**config.mk**
```make
export PLATFORM = sky130hd
export DESIGN_NAME = board_pixel_pipe_flat
export DESIGN_NICKNAME = d
export VERILOG_FILES = /design/src/rtl/board_pixel_pipe_if.sv /design/src/rtl/board_pixel_pipe.sv /design/src/flat_wrapper.sv
export SDC_FILE = /design/constraint.sdc
export NUM_CORES = 1
export LEC_CHECK = 0
export CAP_MARGIN = 10
export CORE_UTILIZATION = 42
export CTS_CLUSTER_DIAMETER = 150
export DETAILED_ROUTE_END_ITERATION = 12
export DONT_BUFFER_PORTS = 1
export SYNTH_ARGS = -nofsm -noshare
export SYNTH_HDL_FRONTEND = slang
export SYNTH_SLANG_ARGS = --single-unit
```
**constraint.sdc**
```tcl
create_clock -name clk -period 8.2 [get_ports clk]
set_input_delay 1.23 -clock clk [delete_from_list [all_inputs] [get_ports clk]]
set_output_delay 1.23 -clock clk [all_outputs]
set_load 0.03 [all_outputs]
```
**src/rtl/board_pixel_pipe_if.sv**
```systemverilog
// Pixel, memory and overlay signals of the board pixel pipe.
// The master side is the VGA timing / memory / game-state side; the slave side is the pipe.
interface board_pixel_pipe_if #(
    parameter int ADDR_W = 7,
    parameter int SPR_W  = 12,
    parameter int CELL_W = 2,
    parameter int RGB_W  = 3
);
    logic              pix_valid;
    logic [15:0]       x;
    logic [15:0]       y;
    logic              frame_start;
    logic [ADDR_W-1:0] board_addr;
    logic [CELL_W-1:0] board_data;
    logic [SPR_W-1:0]  sprite_addr;
    logic [RGB_W-1:0]  sprite_data;
    logic              win_valid;
    logic [7:0]        win_x0;
    logic [7:0]        win_y0;
    logic [1:0]        win_dir;
    logic              cur_en;
    logic [7:0]        cur_x;
    logic [7:0]        cur_y;
    logic              rgb_valid;
    logic [RGB_W-1:0]  rgb;

    modport master (
        output pix_valid, x, y, frame_start, board_data, sprite_data,
               win_valid, win_x0, win_y0, win_dir, cur_en, cur_x, cur_y,
        input  board_addr, sprite_addr, rgb_valid, rgb
    );

    modport slave (
        input  pix_valid, x, y, frame_start, board_data, sprite_data,
               win_valid, win_x0, win_y0, win_dir, cur_en, cur_x, cur_y,
        output board_addr, sprite_addr, rgb_valid, rgb
    );
endinterface

```
**src/rtl/board_pixel_pipe.sv**
```systemverilog
// Board-region pixel generator: cell lookup, sprite fetch, then win-line and cursor overlay.
// Fixed latency of MEM_LAT+1 cycles, one pixel per cycle.
module board_pixel_pipe #(
    parameter int               TILE_LOG2    = 5,
    parameter int               BOARD_COLS   = 10,
    parameter int               BOARD_ROWS   = 10,
    parameter int               ORIGIN_X     = 176,
    parameter int               ORIGIN_Y     = 32,
    parameter int               CELL_W       = 2,
    parameter int               RGB_W        = 3,
    parameter int               MEM_LAT      = 1,
    parameter int               WIN_LEN      = 4,
    parameter int               STRIPE_HW    = 2,
    parameter int               CUR_W        = 2,
    parameter int               BLINK_FRAMES = 16,
    parameter logic [RGB_W-1:0] BG_RGB       = 3'b111,
    parameter logic [RGB_W-1:0] WIN_RGB      = 3'b100,
    parameter logic [RGB_W-1:0] CUR_RGB      = 3'b001
) (
    input logic               clk,
    input logic               rst_n,
    board_pixel_pipe_if.slave bus
);
    localparam int ADDR_W = $clog2(BOARD_COLS * BOARD_ROWS);
    localparam int SPR_W  = CELL_W + 2 * TILE_LOG2;
    localparam int TILE   = 1 << TILE_LOG2;
    localparam int HALF   = TILE / 2;

    localparam logic [15:0]          X_LO     = 16'(ORIGIN_X);
    localparam logic [15:0]          Y_LO     = 16'(ORIGIN_Y);
    localparam logic [15:0]          X_SPAN   = 16'(BOARD_COLS * TILE);
    localparam logic [15:0]          Y_SPAN   = 16'(BOARD_ROWS * TILE);
    localparam logic [TILE_LOG2-1:0] CUR_LO   = TILE_LOG2'(CUR_W);
    localparam logic [TILE_LOG2-1:0] CUR_HI   = TILE_LOG2'(TILE - CUR_W);
    localparam logic [7:0]           CNT_WRAP = 8'(BLINK_FRAMES - 1);

    typedef struct packed {
        logic                 valid;
        logic                 in_board;
        logic [TILE_LOG2-1:0] tx;
        logic [TILE_LOG2-1:0] ty;
        logic                 win_hit;
        logic                 cur_hit;
    } side_t;

    logic             r_win_valid;
    logic [7:0]       r_win_x0;
    logic [7:0]       r_win_y0;
    logic [1:0]       r_win_dir;
    logic             r_cur_en;
    logic [7:0]       r_cur_x;
    logic [7:0]       r_cur_y;
    logic [7:0]       r_frame_cnt;
    logic             r_blink_on;

    logic [ADDR_W-1:0] r_board_addr;
    logic [SPR_W-1:0]  r_sprite_addr;
    side_t             r_dly [MEM_LAT];
    logic              r_c_valid;
    logic              r_c_in_board;
    logic              r_c_win;
    logic              r_c_cur;
    logic              r_rgb_valid;
    logic [RGB_W-1:0]  r_rgb;

    logic [15:0]          w_off_x;
    logic [15:0]          w_off_y;
    logic                 w_in_board;
    logic [8:0]           w_col;
    logic [8:0]           w_row;
    logic [TILE_LOG2-1:0] w_tx;
    logic [TILE_LOG2-1:0] w_ty;
    logic [ADDR_W-1:0]    w_addr;
    logic                 w_stripe;
    logic                 w_on_line;
    logic [8:0]           w_step_x;
    logic [8:0]           w_step_y;
    logic                 w_cur_edge;
    side_t                w_side;
    side_t                w_dly_out;
    logic [RGB_W-1:0]     w_pix_rgb;

    // Overlay state only changes at frame boundaries so a frame is drawn with one consistent view.
    always_ff @(posedge clk or negedge rst_n) begin
        if (!rst_n) begin
            r_win_valid <= 1'b0;
            r_win_x0    <= '0;
            r_win_y0    <= '0;
            r_win_dir   <= '0;
            r_cur_en    <= 1'b0;
            r_cur_x     <= '0;
            r_cur_y     <= '0;
            r_frame_cnt <= '0;
            r_blink_on  <= 1'b1;
        end else if (bus.frame_start) begin
            r_win_valid <= bus.win_valid;
            r_win_x0    <= bus.win_x0;
            r_win_y0    <= bus.win_y0;
            r_win_dir   <= bus.win_dir;
            r_cur_en    <= bus.cur_en;
            r_cur_x     <= bus.cur_x;
            r_cur_y     <= bus.cur_y;
            if (!bus.win_valid || !r_win_valid) begin
                r_frame_cnt <= '0;
                r_blink_on  <= 1'b1;
            end else if (r_frame_cnt == CNT_WRAP) begin
                r_frame_cnt <= '0;
                r_blink_on  <= !r_blink_on;
            end else begin
                r_frame_cnt <= r_frame_cnt + 8'd1;
            end
        end
    end

    assign w_off_x    = bus.x - X_LO;
    assign w_off_y    = bus.y - Y_LO;
    assign w_in_board = (bus.x >= X_LO) && (w_off_x < X_SPAN) && (bus.y >= Y_LO) && (w_off_y < Y_SPAN);
    assign w_col      = 9'(w_off_x >> TILE_LOG2);
    assign w_row      = 9'(w_off_y >> TILE_LOG2);
    assign w_tx       = w_off_x[TILE_LOG2-1:0];
    assign w_ty       = w_off_y[TILE_LOG2-1:0];
    assign w_addr     = ADDR_W'(int'(w_row) * BOARD_COLS + int'(w_col));

    assign w_step_x = (r_win_dir == 2'b01) ? 9'd0 : (r_win_dir == 2'b11) ? 9'h1FF : 9'd1;
    assign w_step_y = (r_win_dir == 2'b00) ? 9'd0 : 9'd1;

    // NOTE: every variable gets its default before any branch, so no latch can be inferred.
    always_comb begin
        int d;
        w_stripe = 1'b0;
        case (r_win_dir)
            2'b00:   d = int'(w_ty) - HALF;
            2'b01:   d = int'(w_tx) - HALF;
            2'b10:   d = int'(w_tx) - int'(w_ty);
            default: d = int'(w_tx) + int'(w_ty) - (TILE - 1);
        endcase
        w_stripe = (d <= STRIPE_HW) && (d >= -STRIPE_HW);
    end

    // Line cells are walked in 9-bit arithmetic; cells that leave the board never match a pixel cell.
    always_comb begin
        logic [8:0] cx;
        logic [8:0] cy;
        w_on_line = 1'b0;
        for (int i = 0; i < WIN_LEN; i++) begin
            cx = {1'b0, r_win_x0} + 9'(i) * w_step_x;
            cy = {1'b0, r_win_y0} + 9'(i) * w_step_y;
            if (cx == w_col && cy == w_row) w_on_line = 1'b1;
        end
    end

    assign w_cur_edge = (w_tx < CUR_LO) || (w_tx >= CUR_HI) || (w_ty < CUR_LO) || (w_ty >= CUR_HI);

    always_comb begin
        w_side          = '0;
        w_side.valid    = bus.pix_valid;
        w_side.in_board = w_in_board;
        w_side.tx       = w_tx;
        w_side.ty       = w_ty;
        w_side.win_hit  = r_win_valid && r_blink_on && w_on_line && w_stripe;
        w_side.cur_hit  = r_cur_en && (w_col == {1'b0, r_cur_x}) && (w_row == {1'b0, r_cur_y}) && w_cur_edge;
    end

    always_ff @(posedge clk or negedge rst_n) begin
        if (!rst_n) begin
            r_board_addr <= '0;
        end else if (bus.pix_valid && w_in_board) begin
            r_board_addr <= w_addr;
        end
    end

    // NOTE: the delay line is only a few entries, so it is reset in full; its valid bits must clear to drop in-flight pixels.
    always_ff @(posedge clk or negedge rst_n) begin
        if (!rst_n) begin
            for (int i = 0; i < MEM_LAT; i++) r_dly[i] <= '0;
        end else begin
            r_dly[0] <= w_side;
            for (int i = 1; i < MEM_LAT; i++) r_dly[i] <= r_dly[i-1];
        end
    end

    assign w_dly_out = r_dly[MEM_LAT-1];

    always_ff @(posedge clk or negedge rst_n) begin
        if (!rst_n) begin
            r_sprite_addr <= '0;
            r_c_valid     <= 1'b0;
            r_c_in_board  <= 1'b0;
            r_c_win       <= 1'b0;
            r_c_cur       <= 1'b0;
        end else begin
            r_c_valid    <= w_dly_out.valid;
            r_c_in_board <= w_dly_out.in_board;
            r_c_win      <= w_dly_out.win_hit;
            r_c_cur      <= w_dly_out.cur_hit;
            if (w_dly_out.valid && w_dly_out.in_board)
                r_sprite_addr <= {bus.board_data, w_dly_out.ty, w_dly_out.tx};
        end
    end

    always_comb begin
        w_pix_rgb = bus.sprite_data;
        if (!r_c_in_board)  w_pix_rgb = BG_RGB;
        else if (r_c_win)   w_pix_rgb = WIN_RGB;
        else if (r_c_cur)   w_pix_rgb = CUR_RGB;
    end

    always_ff @(posedge clk or negedge rst_n) begin
        if (!rst_n) begin
            r_rgb_valid <= 1'b0;
            r_rgb       <= '0;
        end else begin
            r_rgb_valid <= r_c_valid;
            if (r_c_valid) r_rgb <= w_pix_rgb;
        end
    end

    assign bus.board_addr  = r_board_addr;
    assign bus.sprite_addr = r_sprite_addr;
    assign bus.rgb_valid   = r_rgb_valid;
    assign bus.rgb         = r_rgb;
endmodule

```
**src/flat_wrapper.sv**
```systemverilog
// flat-port wrapper written by rule: the top's interface ports become plain ports
module board_pixel_pipe_flat 
#(
    parameter int               TILE_LOG2    = 5,
    parameter int               BOARD_COLS   = 10,
    parameter int               BOARD_ROWS   = 10,
    parameter int               ORIGIN_X     = 176,
    parameter int               ORIGIN_Y     = 32,
    parameter int               CELL_W       = 2,
    parameter int               RGB_W        = 3,
    parameter int               MEM_LAT      = 1,
    parameter int               WIN_LEN      = 4,
    parameter int               STRIPE_HW    = 2,
    parameter int               CUR_W        = 2,
    parameter int               BLINK_FRAMES = 16,
    parameter logic [RGB_W-1:0] BG_RGB       = 3'b111,
    parameter logic [RGB_W-1:0] WIN_RGB      = 3'b100,
    parameter logic [RGB_W-1:0] CUR_RGB      = 3'b001
)
  (clk, rst_n, bus_pix_valid, bus_x, bus_y, bus_frame_start, bus_board_data, bus_sprite_data, bus_win_valid, bus_win_x0, bus_win_y0, bus_win_dir, bus_cur_en, bus_cur_x, bus_cur_y, bus_board_addr, bus_sprite_addr, bus_rgb_valid, bus_rgb);
  board_pixel_pipe_if #(.ADDR_W(7), .SPR_W(12), .CELL_W(CELL_W), .RGB_W(RGB_W)) bus_i ();
  input logic clk;
  input logic rst_n;
  input wire logic [$bits(bus_i.pix_valid)-1:0] bus_pix_valid;
  input wire logic [$bits(bus_i.x)-1:0] bus_x;
  input wire logic [$bits(bus_i.y)-1:0] bus_y;
  input wire logic [$bits(bus_i.frame_start)-1:0] bus_frame_start;
  input wire logic [$bits(bus_i.board_data)-1:0] bus_board_data;
  input wire logic [$bits(bus_i.sprite_data)-1:0] bus_sprite_data;
  input wire logic [$bits(bus_i.win_valid)-1:0] bus_win_valid;
  input wire logic [$bits(bus_i.win_x0)-1:0] bus_win_x0;
  input wire logic [$bits(bus_i.win_y0)-1:0] bus_win_y0;
  input wire logic [$bits(bus_i.win_dir)-1:0] bus_win_dir;
  input wire logic [$bits(bus_i.cur_en)-1:0] bus_cur_en;
  input wire logic [$bits(bus_i.cur_x)-1:0] bus_cur_x;
  input wire logic [$bits(bus_i.cur_y)-1:0] bus_cur_y;
  output wire logic [$bits(bus_i.board_addr)-1:0] bus_board_addr;
  output wire logic [$bits(bus_i.sprite_addr)-1:0] bus_sprite_addr;
  output wire logic [$bits(bus_i.rgb_valid)-1:0] bus_rgb_valid;
  output wire logic [$bits(bus_i.rgb)-1:0] bus_rgb;
  assign bus_i.pix_valid = bus_pix_valid;
  assign bus_i.x = bus_x;
  assign bus_i.y = bus_y;
  assign bus_i.frame_start = bus_frame_start;
  assign bus_i.board_data = bus_board_data;
  assign bus_i.sprite_data = bus_sprite_data;
  assign bus_i.win_valid = bus_win_valid;
  assign bus_i.win_x0 = bus_win_x0;
  assign bus_i.win_y0 = bus_win_y0;
  assign bus_i.win_dir = bus_win_dir;
  assign bus_i.cur_en = bus_cur_en;
  assign bus_i.cur_x = bus_cur_x;
  assign bus_i.cur_y = bus_cur_y;
  assign bus_board_addr = bus_i.board_addr;
  assign bus_sprite_addr = bus_i.sprite_addr;
  assign bus_rgb_valid = bus_i.rgb_valid;
  assign bus_rgb = bus_i.rgb;
  board_pixel_pipe #(.TILE_LOG2(TILE_LOG2), .BOARD_COLS(BOARD_COLS), .BOARD_ROWS(BOARD_ROWS), .ORIGIN_X(ORIGIN_X), .ORIGIN_Y(ORIGIN_Y), .CELL_W(CELL_W), .RGB_W(RGB_W), .MEM_LAT(MEM_LAT), .WIN_LEN(WIN_LEN), .STRIPE_HW(STRIPE_HW), .CUR_W(CUR_W), .BLINK_FRAMES(BLINK_FRAMES), .BG_RGB(BG_RGB), .WIN_RGB(WIN_RGB), .CUR_RGB(CUR_RGB)) u_core (.clk(clk), .rst_n(rst_n), .bus(bus_i));
endmodule
```
# Word level (Yosys, flattened, before mapping)
# Index checks and enable logic that the tools add are counted.
totals:
  regBits: 86
  inputBits: 77
  output_inout_bits: 23
  word_cells: 106
classes:
  n_addsub: 15
  multipliers: 3
  n_lt_le_gt_ge: 10
  eq_ne: 14
  muxes: 15
  n_reduce_logical: 26
op_table:
  columns: ["cell", "count"]
  rows:
  - ["$pmux 32 s3", 1]
  - ["$add 8x9->9", 6]
  - ["$eq 9x9->1", 6]
  - ["$ge 32x2->1 const B", 1]
  - ["$le 32x3->1 const B", 1]
  - ["$lt 16x9->1 const B", 2]
  - ["$sub 32x6->32 const B", 1]
  - ["$eq 8x9->1", 2]
  - ["$eq 9x8->1", 2]
  - ["$mul 2x9->9 const A", 2]
  - ["$mux 9", 2]
  - ["$ge 16x6->1 const B", 1]
  - ["$ge 16x8->1 const B", 1]
  - ["$logic_and 1x1->1", 16]
  - ["$mux 8", 2]
  - ["$sub 16x6->16 const B", 1]
  - ["$sub 16x8->16 const B", 1]
  - ["$sub 5x5->6 const B", 2]
  - ["$ge 5x5->1 const B", 2]
  - ["$lt 5x2->1 const B", 2]
  - ["$mul 9x3->6 const B", 1]
  - ["$mux 3", 3]
  - ["$add 8x1->8 const B", 1]
  - ["$eq 8x4->1 const B", 1]
  - ["other kinds (11)", 23]

# Depth between registers and ports, before layout
# Gate-level depths: netlist (run 1).
depth:
  ltp_word: 11
  ltp_mapped: 15
  mapped_depth_nobuf: 14

# Worst setup path before layout (run 1)
# OpenSTA, ideal clock, no wires.
synth_path:
  kind: "input port to flip-flop"
  start: "in bus_y[5]"
  end: "reg u_core.r_board_addr[6], in the netlist u_core.bus.board_addr[6]"
  setup_time_ns: 0.128
  t_arrival_ns: 3.939
  t_required_ns: 8.072
  setup_slack_ns: 4.133
  cell_stages: 15
  path_buffers: 2
  path_cell_list: "buf_2 > inv_1 > ha_1 > clkbuf_1 > inv_1 > ha_1 > ha_1 > inv_1 > fa_1 > inv_1 > ha_1 > a21oi_1 > xnor2_1 > xnor2_1 > o21ai_0"
synth_between:
  elab_chain_cells: 4
  elab_cells_between_ends: 8
  cone_classes: "add/sub: 2; mul: 1; order compare: 2; reduce/logical: 3"
synth_rtl:
  columns: ["element", "line_no", "source"]
  rows:
  - ["start, declared", "flat_wrapper.sv:26", "input wire logic [$bits(bus_i.y)-1:0] bus_y;"]
  - ["parallel branches: the longest is 4 deep, another holds $sub 16x6->16", null, null]
  - ["end signal, assigned", "board_pixel_pipe.sv:168", "r_board_addr <= w_addr;"]
  - ["end, declared", "board_pixel_pipe.sv:56", "logic [ADDR_W-1:0] r_board_addr;"]
# Several ways; the timed one is not identified.
# A chain may end at the register's enable or synchronous reset.

==> results of run 1 <==
## registers in the layout, indices dropped and copies added (netlist names), 3 cells and up
register / cells
u_core.r_win_y0: 8
u_core.bus.sprite_addr: 12
u_core.r_frame_cnt: 8
u_core.r_cur_x: 8
u_core.r_cur_y: 8
u_core.r_win_x0: 8
u_core.bus.rgb: 3
u_core.r_dly: 14
u_core.bus.board_addr: 7
## layer usage
metal  vias to the layer above  wire length, um  global-route usage [%]
li1                       2209                -                       -
met1                      2269             6610                    26.4
met2                       118             7790                    34.2
met3                        14              893                    5.37
met4                         0              218                    5.53
met5                         -                0                       0
## through the flow
stage | instances | hold slack [ps] | instance area, um2 | setup WS, ps | utilization, %
floorplan | 632 | 331 | 6320 | 4130 | -
global placement | 796 | 343 | 6470 | 4060 | 44.3
detailed placement | 796 | 343 | 6470 | 4010 | 44.3
CTS | 812 | 361 | 6770 | 4360 | 46.4
global route | 812 | 372 | 6770 | 4150 | 46.4
finish | 812 | 357 | 6770 | 4360 | 46.4
## worst paths after layout
| kind | to | slack (ps) | depth (start not counted) | startpoint |
|---|---|---|---|---|
| setup / recovery | u_core.r_dly[1] | 4360 | 11 | bus_y[0] |
| hold / removal | u_core.r_c_cur | 360 | 0 | u_core.r_dly[0] |
| setup reg to reg | u_core.r_dly[1] | 4490 | 11 | u_core.r_win_dir[0] |
| hold reg to reg | u_core.r_c_cur | 360 | 0 | u_core.r_dly[0] |
| max in group asynchronous | u_core.r_blink_on | 7440 | 0 | rst_n |
| min in group asynchronous | u_core.bus.rgb[2] | 570 | 0 | rst_n |
## critical path, delay by kind of cell
kind                     cells  cell delay [ps]
AO/OA/AOI/OAI                2              270
buffers and inverters        1               60
adder cells (fa/ha/maj)      3              850
XOR/XNOR                     1              180
AND/OR/NAND/NOR              4             1530
## Yosys cell counts (4+ instances only)
library cell  instances
a21o_1               13
o211ai_1              4
nor3b_1               4
o21ai_0              26
nand4_1              18
or3_1                 5
xor2_1               46
mux2_2               49
nor2b_1               6
buf_2                 5
a31oi_1              10
dfrtp_1              85
inv_1                41
nor4_1                8
fa_1                  8
nand2_1              33
nor3_1               15
ha_1                 39
nand2b_1              5
clkbuf_1             15
and3_1                5
a21oi_1              21
mux4_2                4
xnor2_1              72
nand3_1              15
or4_1                 4
nor2_1               27
## cell type report
class | count | area, um2
fill | 1366 | 7820
multi-input combinational | 483 | 3920
sequential | 86 | 2150
tap | 184 | 230
clock buffer | 9 | 225
inverter | 41 | 154
clock inverter | 7 | 76.3
timing repair buffer | 2 | 15.0
## cell families after synthesis
logic type                 Yosys count
DFF                                 86
buffers and inverters               63
adders and majority gates           47
AOI/OAI and AO/OA                  102
and+or+nand+nor                    157
muxes                               56
xor gates and xnor gates           121
## power breakdown
part | total [mW] | internal [mW] | switching (mW)
clock network | 0.416 | 0.217 | 0.199
registers | 0.480 | 0.447 | 0.0328
logic | 0.386 | 0.183 | 0.204
total | 1.28 | 0.847 | 0.436
==> run summary, run 1 <==
outcome = finished, final reports clean
post-synthesis simple-gate area fraction = 13.4%
final setup fails = 0
largest net degree at the start of global routing = 87
core area = 14600 um2
DIE HEIGHT = 125 um
CTS resizes = 0
clock period minus worst slack = 3840 ps
count of pins over their slew limit = 0
first-pass GRT wire length = 25100 um
clk slew on worst S/H paths = 70 ps
CP required = 8470 ps
mux cell area share after synthesis = 10.6%
clock sinks = 86
Post-Synth Adder-Cell Area = 10.3%
layout cells sized above 1 = 13.2%
top cells by area, synth = dfrtp_1 34%, xnor2_1 10%, mux2_2 8.7%
Congestion Overflow GR = 0
GRT Util Overall = 20.6%
post-synthesis compound-gate area fraction = 10.4%
postcts setup bufs = 0
Initial Util = 43.3%
CP startpoint kind = input port
crit end category = register
hold crit path type = register to register
Fin. Hold Viols = 0
Max Root-Sink Buffers = 2
clk root buf = clkbuf_16
yosys warns = 0
initial antenna violation count = 0
routed wire length = 15500 um
synthesized cell area = 6320 um2
CTS tree = built
# rows = 44
final net count = 747
pwr dens = 189 nW/um2
vias in the first global route = 4639
critical path class = input port to register
share of the synthesized area in the top cell type = 33.7%
Fin Setup TNS = 0 ps
CTS Hold Bufs = 0
Critical Path, Cell by Cell = ha_1 > inv_1 > fa_1 > xnor2_1 > or3_1 > or3_1 > ha_1 > nor2b_1 > a41oi_1 > or4b_2 > a32oi_1
TritonCTS buffer count = 9
maximum VDD drop = 124 uV
I/O Buffers = 0
H-tree levels = 3
leading area contributor after synthesis = dfrtp_1
number of top-level pins = 100
Initial DRC Count = 268
slew of the pin with the lowest slew margin = 1140 ps
Post-Syn Area per Cell = 10.0 um2
DP HPWL = 12000 um
leakage = 2.89 nW
Top FF cell, synth = dfrtp_1
area growth from synthesis to final layout = 7.13%
XOR/XNOR Fraction of Synth Area = 17.3%
clk_skew = 6.40 ps
max-cap viol count = 0
drt first pass iters = 4
Avg Vias per Cell = 5.68
routed vias = 4610
Die Wd = 125 um
antenna cells = 0
routed len/inst = 19.1 um
gpl congestion = 0.920
DRC Markers = 0
Slew Limit Headroom = 23.7%
number of synthesized flops with an enable pin = 0
net count after synthesis = 756
FFs w/ async S/R, synth = 100%
Max Fclk = 0.260 GHz
RSZ-0062 raised after global routing = no
CP max FO = 4
insertion delay to the later sink of the worst-skew pair = 340 ps
Seq/Total Area, Yosys = 34.1%
slowest cell on the critical path = or4b_2
largest family of logic cells by synthesized area = XOR/XNOR gates
die footprint = 15500 um2
overall power = 1.28 mW
most common cell after layout, fill and taps aside = dfrtp_1
final antenna-violating net count = 0
Synth cell types = 59
Syn Inst Count = 632
Final period util = 46.9%
WP data arrival = 4110 ps
number of synthesized register bits = 86
max incr delay on CP = 620 ps
most frequent cells in the layout = 85 x dfrtp_1, 72 x xnor2_1, 49 x mux2_2, 46 x xor2_1, 41 x inv_1
No activity file was read; power rests on OpenSTA's default activity.
==> inputs of run 2 (changes only) <==
Clock period 8.2 ns to 3.6 ns, I/O delays scaled along.
==> run 2 against run 1 <==
Final area is 1.6% higher; power is 130% higher; sequential power is 130% higher; highest routed layer unchanged; count of clock-buffer cells in the layout stayed put; sequential cell count stayed put; combinational power is 140% higher.
==> run summary, run 2 (synthesis results as in run 1) <==
FILL cells = 1373 (+0.51%)
vias in the first global route = 4906 (+5.8%)
CP max FO = 6 (+2)
most frequent cells in the layout = 85 x dfrtp_1, 72 x xnor2_1, 49 x mux2_2, 46 x xor2_1, 40 x inv_1
insertion delay to the later sink of the worst-skew pair = 350 ps (about the same)
die footprint = 15500 um2 (unchanged)
Max Root-Sink Buffers = 2 (unchanged)
Initial Util = 43.3% (unchanged)
area growth from synthesis to final layout = 8.83%
Max Fclk = 0.289 GHz
# rows = 44 (unchanged)
CP required = 3880 ps (-4590 ps)
final antenna-violating net count = 0 (unchanged)
DRC Markers = 0 (unchanged)
non-filler instance count after layout = 823 (+1.4%)
CTS tree = built
clock period minus worst slack = 3460 ps
Fin Setup TNS = 0 ps (unchanged)
clk_skew = 9.93 ps (+3.53 ps)
final net count = 758 (+1.5%)
I/O Buffers = 0 (unchanged)
clk root buf = clkbuf_16
core area = 14600 um2 (unchanged)
critical path class = register to register
routed wire length = 16100 um (+3.5%)
Placed Area = 6550 um2 (+1.2%)
final setup fails = 0 (unchanged)
reg-to-reg startpoint = u_core.r_win_dir[0]
H-tree levels = 3 (unchanged)
routed len/inst = 19.5 um (+2.1%)
first-pass GRT wire length = 26200 um (+4.1%)
WP data arrival = 3740 ps (-370 ps)
Initial DRC Count = 313 (+17%)
max-cap viol count = 0 (unchanged)
fin util = 47.2% (+0.74 points)
slew of the pin with the lowest slew margin = 1220 ps (+78.3 ps)
Congestion Overflow GR = 0 (unchanged)
drt first pass iters = 6 (+2)
leakage = 2.94 nW (+1.5%)
most common cell after layout, fill and taps aside = dfrtp_1
gpl congestion = 0.903 (-1.9%)
largest net degree at the start of global routing = 86 (-1.1%)
GRT Util Overall = 21.7% (+1.1 points)
Largest Register = u_core.r_dly
outcome = finished, final reports clean
max FFs per register = 14 (unchanged)
Fin Hold WS = 27.1 ps (-330 ps)
pwr dens = 429 nW/um2 (+130%)
initial antenna violation count = 0 (unchanged)
internal reg-to-reg setup slack = 140 ps (-4350 ps)
DP HPWL = 12500 um (+4.4%)
clk slew on worst S/H paths = 70 ps (about the same)
Die Wd = 125 um (unchanged)
reg-to-reg critical path endpoint = u_core.r_dly[1]
Final period util = 96.1%
number of top-level pins = 100 (unchanged)
crit end category = register
DIE HEIGHT = 125 um (unchanged)
TritonCTS buffer count = 9 (unchanged)
antenna cells = 0 (unchanged)
# placed instances = 806 (+1.3%)
layout cells sized above 1 = 15.2% (+2.0 points)
reg2reg path depth = 13 (+2)
postcts setup bufs = 0 (unchanged)
maximum VDD drop = 232 uV (+87%)
Slew Limit Headroom = 18.4% (-5.3 points)
RSZ-0062 raised after global routing = no
count of pins over their slew limit = 0 (unchanged)
final instance area = 6880 um2 (+1.6%)
Fin. Hold Viols = 0 (unchanged)
hold crit path type = input port to async pin
CP startpoint kind = register
Avg Vias per Cell = 5.69 (+0.25%)
routed vias = 4684 (+1.6%)
clock sinks = 86 (unchanged)
[run 2: cell count changes in the layout (fill, tap and decap cells not counted), sizes merged]
cell	previous run	this run
buf	2	13
inv	45	44
clkinv	3	1
clkinvlp	0	3
[run 2: how the worst max path moves through the flow]
stage          cells past startpoint  slack, ps                       end                 from
2_1_floorplan                     15        220  u_core.bus.board_addr[6]             bus_y[5]
3_3_place_gp                      11        120           u_core.r_dly[1]             bus_y[0]
3_5_place_dp                      11         80           u_core.r_dly[1]             bus_y[0]
4_1_cts                           13        120           u_core.r_dly[1]  u_core.r_win_dir[0]
5_1_grt                           13         10           u_core.r_dly[1]  u_core.r_win_dir[0]
6_report                          13        140           u_core.r_dly[1]  u_core.r_win_dir[0]
[run 2: layout make-up]
cell class                      instances  area [um2]  area share (%)
Timing Repair Buffer                   13         118            1.71
Tap cell                              184         230            3.35
Inverter                               41         158            2.29
Clock buffer                            9         225            3.27
Multi-Input combinational cell        483        3930            57.1
Sequential cell                        86        2150            31.3
Clock inverter                          7        66.3           0.964
[run 2: stage by stage]
step                worst slack [ps]  power (mW)
floorplan                        223        1.81
global placement                 124        1.99
detailed placement              77.8        2.01
CTS                              116        2.97
global route                    12.5        3.13
finish                           142        2.95
[run 2: critical path, stage by stage (launching register included)]
cell	delay (ps)
dfrtp_1	450
or2_2	370
ha_1	260
inv_1	90
fa_1	430
xor2_1	160
a31oi_1	170
nand3_1	110
a2111oi_2	380
buf_4	170
nand4_1	80
nor4_1	300
nand3_1	180
a32oi_1	220
[run 2: what timing repair did]
action,CTS,global route
setup endpoints to repair,0,1
hold buffers,1,0
endpoints found under the hold margin,85,0
gates resized for setup,0,4
[run 2: power breakdown]
part,internal (mW),switching (mW)
clock network,0.484,0.441
logic,0.435,0.503
registers,1.02,0.0665
[run 2: routing by layer]
| layer | track usage, % | wire length, um |
|---|---|---|
| met1 | 26.9 | 6950 |
| met2 | 36.3 | 7840 |
| met3 | 5.41 | 842 |
| met4 | 7.94 | 420 |
| met5 | 0 | 0 |
==> inputs of run 3 (changes only) <==
Settings changed: SLEW_MARGIN from default to 20, TNS_END_PERCENT from default to 20.
==> run 3 against run 2 <==
Non-clock buffer count unchanged; sequential power hardly changed; critical path type unchanged; clock power barely moved; largest cell class unchanged.
==> run summary, run 3 (synthesis results as in run 1) <==
outcome = finished, final reports clean
Worst path most repeated cell = nand3_1
DP HPWL = 12500 um (unchanged)
Worst path top cell family by delay = simple AND/OR/NAND/NOR gates
area growth from synthesis to final layout = 8.99%
gpl congestion = 0.903 (unchanged)
DP Worst Slack = 77.8 ps (unchanged)
max incr delay on CP = 450 ps (about the same)
max-cap viol count = 0 (unchanged)
WP data arrival = 3700 ps (-40 ps)
insertion delay to the later sink of the worst-skew pair = 350 ps (about the same)
Fin Hold WS = 29.6 ps (+2.56 ps)
Multi-input gate area = 3940 um2 (+0.19%)
Final period util = 95.0% (-1.0 points)
DIE HEIGHT = 125 um (unchanged)
GRT Util Overall = 21.7% (unchanged)
hold crit path type = input port to async pin
Avg Vias per Cell = 5.68 (-0.21%)
maximum VDD drop = 229 uV (-1.4%)
I/O Buffers = 0 (unchanged)
core area = 14600 um2 (unchanged)
most frequent cells in the layout = 85 x dfrtp_1, 71 x xnor2_1, 49 x mux2_2, 46 x xor2_1, 40 x inv_1
reg2reg path depth = 13 (unchanged)
final net count = 758 (unchanged)
layout cells sized above 1 = 15.3% (+0.16 points)
Initial Util = 43.3% (unchanged)
first-pass GRT wire length = 26200 um (unchanged)
postcts setup bufs = 0 (unchanged)
clk_skew = 10.5 ps (+0.537 ps)
number of top-level pins = 100 (unchanged)
initial antenna violation count = 0 (unchanged)
Fin. Hold Viols = 0 (unchanged)
pwr dens = 428 nW/um2 (-0.22%)
CP required = 3880 ps (about the same)
clock period minus worst slack = 3420 ps (-36.8 ps)
Congestion Overflow GR = 0 (unchanged)
CTS tree = built
FILL cells = 1374 (+0.073%)
routed wire length = 16000 um (-0.58%)
reg-to-reg critical path endpoint = u_core.r_dly[1]
clock sinks = 86 (unchanged)
Critical Path, Cell by Cell = or2_2 > ha_1 > inv_1 > fa_1 > xor2_1 > a31oi_1 > nand3_1 > a2111oi_2 > buf_4 > nand4_1 > nor4_1 > nand3_1 > a32oi_1
routed len/inst = 19.4 um (-0.70%)
routed vias = 4680 (-0.085%)
vias in the first global route = 4906 (unchanged)
largest net degree at the start of global routing = 86 (unchanged)
overall power = 2.95 mW (about the same)
clk slew on worst S/H paths = 80 ps (about the same)
Die Wd = 125 um (unchanged)
crit end category = register
die footprint = 15500 um2 (unchanged)
Max Fclk = 0.292 GHz (+1.1%)
slowest cell on the critical path = dfrtp_1
WP buf/inv = 2 (unchanged)
clk root buf = clkbuf_16
Fin Setup TNS = 0 ps (unchanged)
final antenna-violating net count = 0 (unchanged)
Placed Area = 6550 um2 (unchanged)
Initial DRC Count = 346 (+11%)
leakage = 2.94 nW (+0.16%)
# rows = 44 (unchanged)
setup ws final = 178 ps (+36.8 ps)
Slew Limit Headroom = 51.6% (+33 points)
RSZ-0062 raised after global routing = no
Largest Register = u_core.r_dly
FF+latch area = 2150 um2 (unchanged)
reg-to-reg startpoint = u_core.r_win_dir[0]
critical path class = register to register
Max Root-Sink Buffers = 2 (unchanged)
DRC Markers = 0 (unchanged)
final setup fails = 0 (unchanged)
final instance area = 6890 um2 (+0.15%)
drt first pass iters = 4 (-2)
H-tree levels = 3 (unchanged)
max FFs per register = 14 (unchanged)
CP startpoint kind = register
most common cell after layout, fill and taps aside = dfrtp_1
count of pins over their slew limit = 0 (unchanged)
slew of the pin with the lowest slew margin = 723 ps (-492 ps)
internal reg-to-reg setup slack = 180 ps (+40 ps)
CP max FO = 6 (unchanged)
TritonCTS buffer count = 9 (unchanged)
==> run 3: how the worst max path moves through the flow <==
stage / to / cells past startpoint / start
4_1_cts: u_core.r_dly[1] / 13 / u_core.r_win_dir[0]
3_3_place_gp: u_core.r_dly[1] / 11 / bus_y[0]
5_1_grt: u_core.r_dly[1] / 13 / u_core.r_win_dir[0]
3_5_place_dp: u_core.r_dly[1] / 11 / bus_y[0]
6_report: u_core.r_dly[1] / 13 / u_core.r_win_dir[0]
2_1_floorplan: u_core.bus.board_addr[6] / 15 / bus_y[5]
==> run 3: cell type report <==
| cell class | count | area share, % |
|---|---|---|
| multi-input combinational | 483 | 57.1 |
| sequential | 86 | 31.3 |
| tap | 184 | 3.34 |
| clock buffer | 9 | 3.27 |
| inverter | 41 | 2.29 |
| timing repair buffer | 13 | 1.71 |
| clock inverter | 7 | 0.963 |
| antenna | 1 | 0.0363 |
==> run 3: repair_timing <==
item,CTS,global route
gates resized for setup,0,4
endpoints found under the setup margin,0,1
hold buffers,1,0
endpoints found under the hold margin,85,0
==> run 3: power breakdown <==
part | internal (mW) | switching, mW
clock network | 0.484 | 0.442
logic | 0.435 | 0.501
registers | 1.02 | 0.0661
==> run 3: per-layer routing <==
metal | routed length, um | share of wire (%) | track usage (%) | up-vias
li1 | - | - | - | 2224
met1 | 6810 | 43 | 26.9 | 2305
met2 | 7890 | 49 | 36.3 | 125
met3 | 782 | 4.9 | 5.41 | 26
met4 | 470 | 2.9 | 7.94 | 0
met5 | 0 | 0 | 0 | -
==> run 3: metrics by stage <==
step	util, %	cells
6_report	47.2	824
5_1_grt	47.2	823
4_1_cts	47.0	823
3_5_place_dp	44.9	806
3_3_place_gp	44.9	806
2_1_floorplan	-	632
==> RTL change, RTL diff (flow settings as in run 2) <==
Make the reset (`rst_n`) synchronous in 5 clocked blocks.
--- a/src/rtl/board_pixel_pipe.sv
+++ b/src/rtl/board_pixel_pipe.sv
@@ -82,5 +82,5 @@
 
     // Overlay state only changes at frame boundaries so a frame is drawn with one consistent view.
-    always_ff @(posedge clk or negedge rst_n) begin
+    always_ff @(posedge clk) begin
         if (!rst_n) begin
             r_win_valid <= 1'b0;
@@ -162,5 +162,5 @@
     end
 
-    always_ff @(posedge clk or negedge rst_n) begin
+    always_ff @(posedge clk) begin
         if (!rst_n) begin
             r_board_addr <= '0;
@@ -171,5 +171,5 @@
 
     // NOTE: the delay line is only a few entries, so it is reset in full; its valid bits must clear to drop in-flight pixels.
-    always_ff @(posedge clk or negedge rst_n) begin
+    always_ff @(posedge clk) begin
         if (!rst_n) begin
             for (int i = 0; i < MEM_LAT; i++) r_dly[i] <= '0;
@@ -182,5 +182,5 @@
     assign w_dly_out = r_dly[MEM_LAT-1];
 
-    always_ff @(posedge clk or negedge rst_n) begin
+    always_ff @(posedge clk) begin
         if (!rst_n) begin
             r_sprite_addr <= '0;
@@ -206,5 +206,5 @@
     end
 
-    always_ff @(posedge clk or negedge rst_n) begin
+    always_ff @(posedge clk) begin
         if (!rst_n) begin
             r_rgb_valid <= 1'b0;
Check against the original RTL: differs if rst_n is asserted again (counterexample within 4 cycles, from zero or initial values and one cycle with rst_n low); with rst_n held inactive, the same outputs for 4 cycles.
==> RTL change against run 2 <==
- total power is 10% lower
- core utilization is 0.41 points lower
- setup slack better by 0.17 ns
- final area is 3.3% higher
- sequential share of layout area is 7.1 points lower
- area after synthesis is 3.4% higher
- wire length is 11% higher
- synthesized cell count is 18% higher
- sequential cell count stayed put
- global-route usage is 1.3 points higher
==> RTL change: results (changes against run 2) <==
| Metric | Value |
|---|---|
| Vias in the first global route | `5150 (+5.0%)` |
| R2r setup slk | `0.31 ns (+0.17 ns)` |
| Clock root cell | `clkbuf_16` |
| Worst-path fanout max | `7 (+1)` |
| Hold Path Depth | `1` |
| Hold WC Path Type | `input port to flop` |
| Max reg flops | `14 (unchanged)` |
| Max VDD drop | `0.0002148 V (-7.4%)` |
| Post-synth top flop | `dfxtp_1` |
| Critical Path Max Stage Delay | `0.46 ns` |
| Slew HR | `50.95% (+33 points)` |
| Detailed placement HPWL | `14050 µm (+13%)` |
| Reg2reg start | `u_core.r_win_dir[0]` |
| Final count of negative-setup-slack endpoints | `0 (unchanged)` |
| Clock latency on the worst-skew pair | `0.35 ns (about the same)` |
| Top reg by flops | `u_core.r_dly` |
| First-pass GRT wire length | `28120 µm (+7.5%)` |
| Final net count | `867 (+14%)` |
| CTS Buf Count | `9 (unchanged)` |
| Leakage power total | `2.837 nW (-3.4%)` |
| Slowest-stage cell, CP | `dfxtp_1` |
| Arrival time at the worst endpoint | `3.56 ns (-0.18 ns)` |
| Tmin final | `3.286 ns (-0.1722 ns)` |
| Hold Crit Start | `bus_x[4]` |
| Drt first pass iters | `5 (-1)` |
| Total GRT Usage | `22.96% (+1.3 points)` |
| Postcts setup bufs | `0 (unchanged)` |
| Layout cells sized above 1 | `7.764% (-7.4 points)` |
| PortBufs | `0 (unchanged)` |
| Antenna violations before repair | `0 (unchanged)` |
| Ranking of synthesized cells by area | `dfxtp_1, xnor2_1, mux2i_1` |
| WL final | `17850 µm (+11%)` |
| Hold Crit Endpoint | `u_core.r_dly[0][11]` |
| Worst path top cell family by delay | `adder cells` |
| Inserted Diodes | `0 (unchanged)` |
| GP Congestion | `0.9480 (+5.0%)` |
| DRT iter0 DRCs | `366 (+17%)` |
| Worst r2r path cells | `11 (-2)` |
| Sequential share of the synthesized area | `26.34% (-7.7 points)` |
| Clock tree buffer depth | `2 (unchanged)` |
| WHS | `0.2608 ns (+0.2338 ns)` |
| Clock Pin Slew Worst Setup and Hold Paths | `0.07 ns (about the same)` |
| Filler cell count | `1479 (+7.7%)` |
| Post-synth top cells | `dfxtp_1, xnor2_1, nand2_1, mux2i_1, nor2b_1` |
| Post-synthesis async set-or-reset flop share | `0% (-100 points)` |
| Dpl cell area | `6808 µm² (+4.0%)` |
| Status | `finished clean` |
| Post_cts resized | `0 (unchanged)` |
| Skew final | `0.008559 ns (-0.001372 ns)` |
| Worst r2r dst | `u_core.r_dly[0][1]` |
| Yosys warns | `0 (unchanged)` |
| Unique cell type count in the Yosys netlist | `69 (+17%)` |
| Pin count of the biggest net entering global routing | `82 (-4.7%)` |
| H-tree depth | `3 (unchanged)` |
| Via count | `5307 (+13%)` |
[RTL change: logic make-up after synthesis]
family,share of synthesized area [%]
AND/OR/NAND/NOR,19.89
AO/OA/AOI/OAI,13.42
XOR/XNOR,16.98
flip-flops,26.34
buffers and inverters,4.230
multiplexers,9.227
adder cells (fa/ha/maj),9.916
[RTL change: final cells by class]
class	instances	area, µm²	share of cell area, %
timing repair buffer	22	177.7	2.500
multi-input combinational	588	4538	63.87
tap	188	235.2	3.310
clock buffer	9	225.2	3.170
inverter	36	135.1	1.902
clock inverter	6	72.57	1.021
sequential	86	1722	24.23
[RTL change: metrics by stage]
step,std cells,setup WS [ns],util (%)
after floorplan,744,0.1717,-
after global placement,920,0.2857,44.78
after detailed placement,920,0.1327,44.78
after CTS,935,0.3384,46.74
after global routing,935,0.1249,46.74
final,935,0.3139,46.74
[RTL change: power by group]
part | switching (mW) | internal, mW | total, mW
sequential | 0.0439 | 0.985 | 1.03
combinational | 0.345 | 0.314 | 0.659
clock | 0.416 | 0.541 | 0.957
total | 0.805 | 1.84 | 2.65
[RTL change: worst max path at each step]
stage	start	endpoint	slack [ns]	cells past startpoint
6_report	u_core.r_win_dir[0]	u_core.r_dly[0][1]	0.31	11
2_1_floorplan	bus_y[5]	u_core.bus.board_addr[6]	0.17	16
3_5_place_dp	bus_y[5]	u_core.bus.board_addr[6]	0.13	14
4_1_cts	u_core.r_win_dir[0]	u_core.r_dly[0][1]	0.34	11
5_1_grt	u_core.r_win_dir[0]	u_core.r_dly[0][1]	0.12	11
3_3_place_gp	bus_y[5]	u_core.bus.board_addr[6]	0.29	14
[RTL change: per-layer routing]
metal	wire length, µm	global-route usage [%]	vias to the layer above
met4	583	9.454	0
met5	0	0	-
met2	7946	35.85	165
li1	-	-	2590
met1	8296	31.23	2521
met3	1022	4.175	31
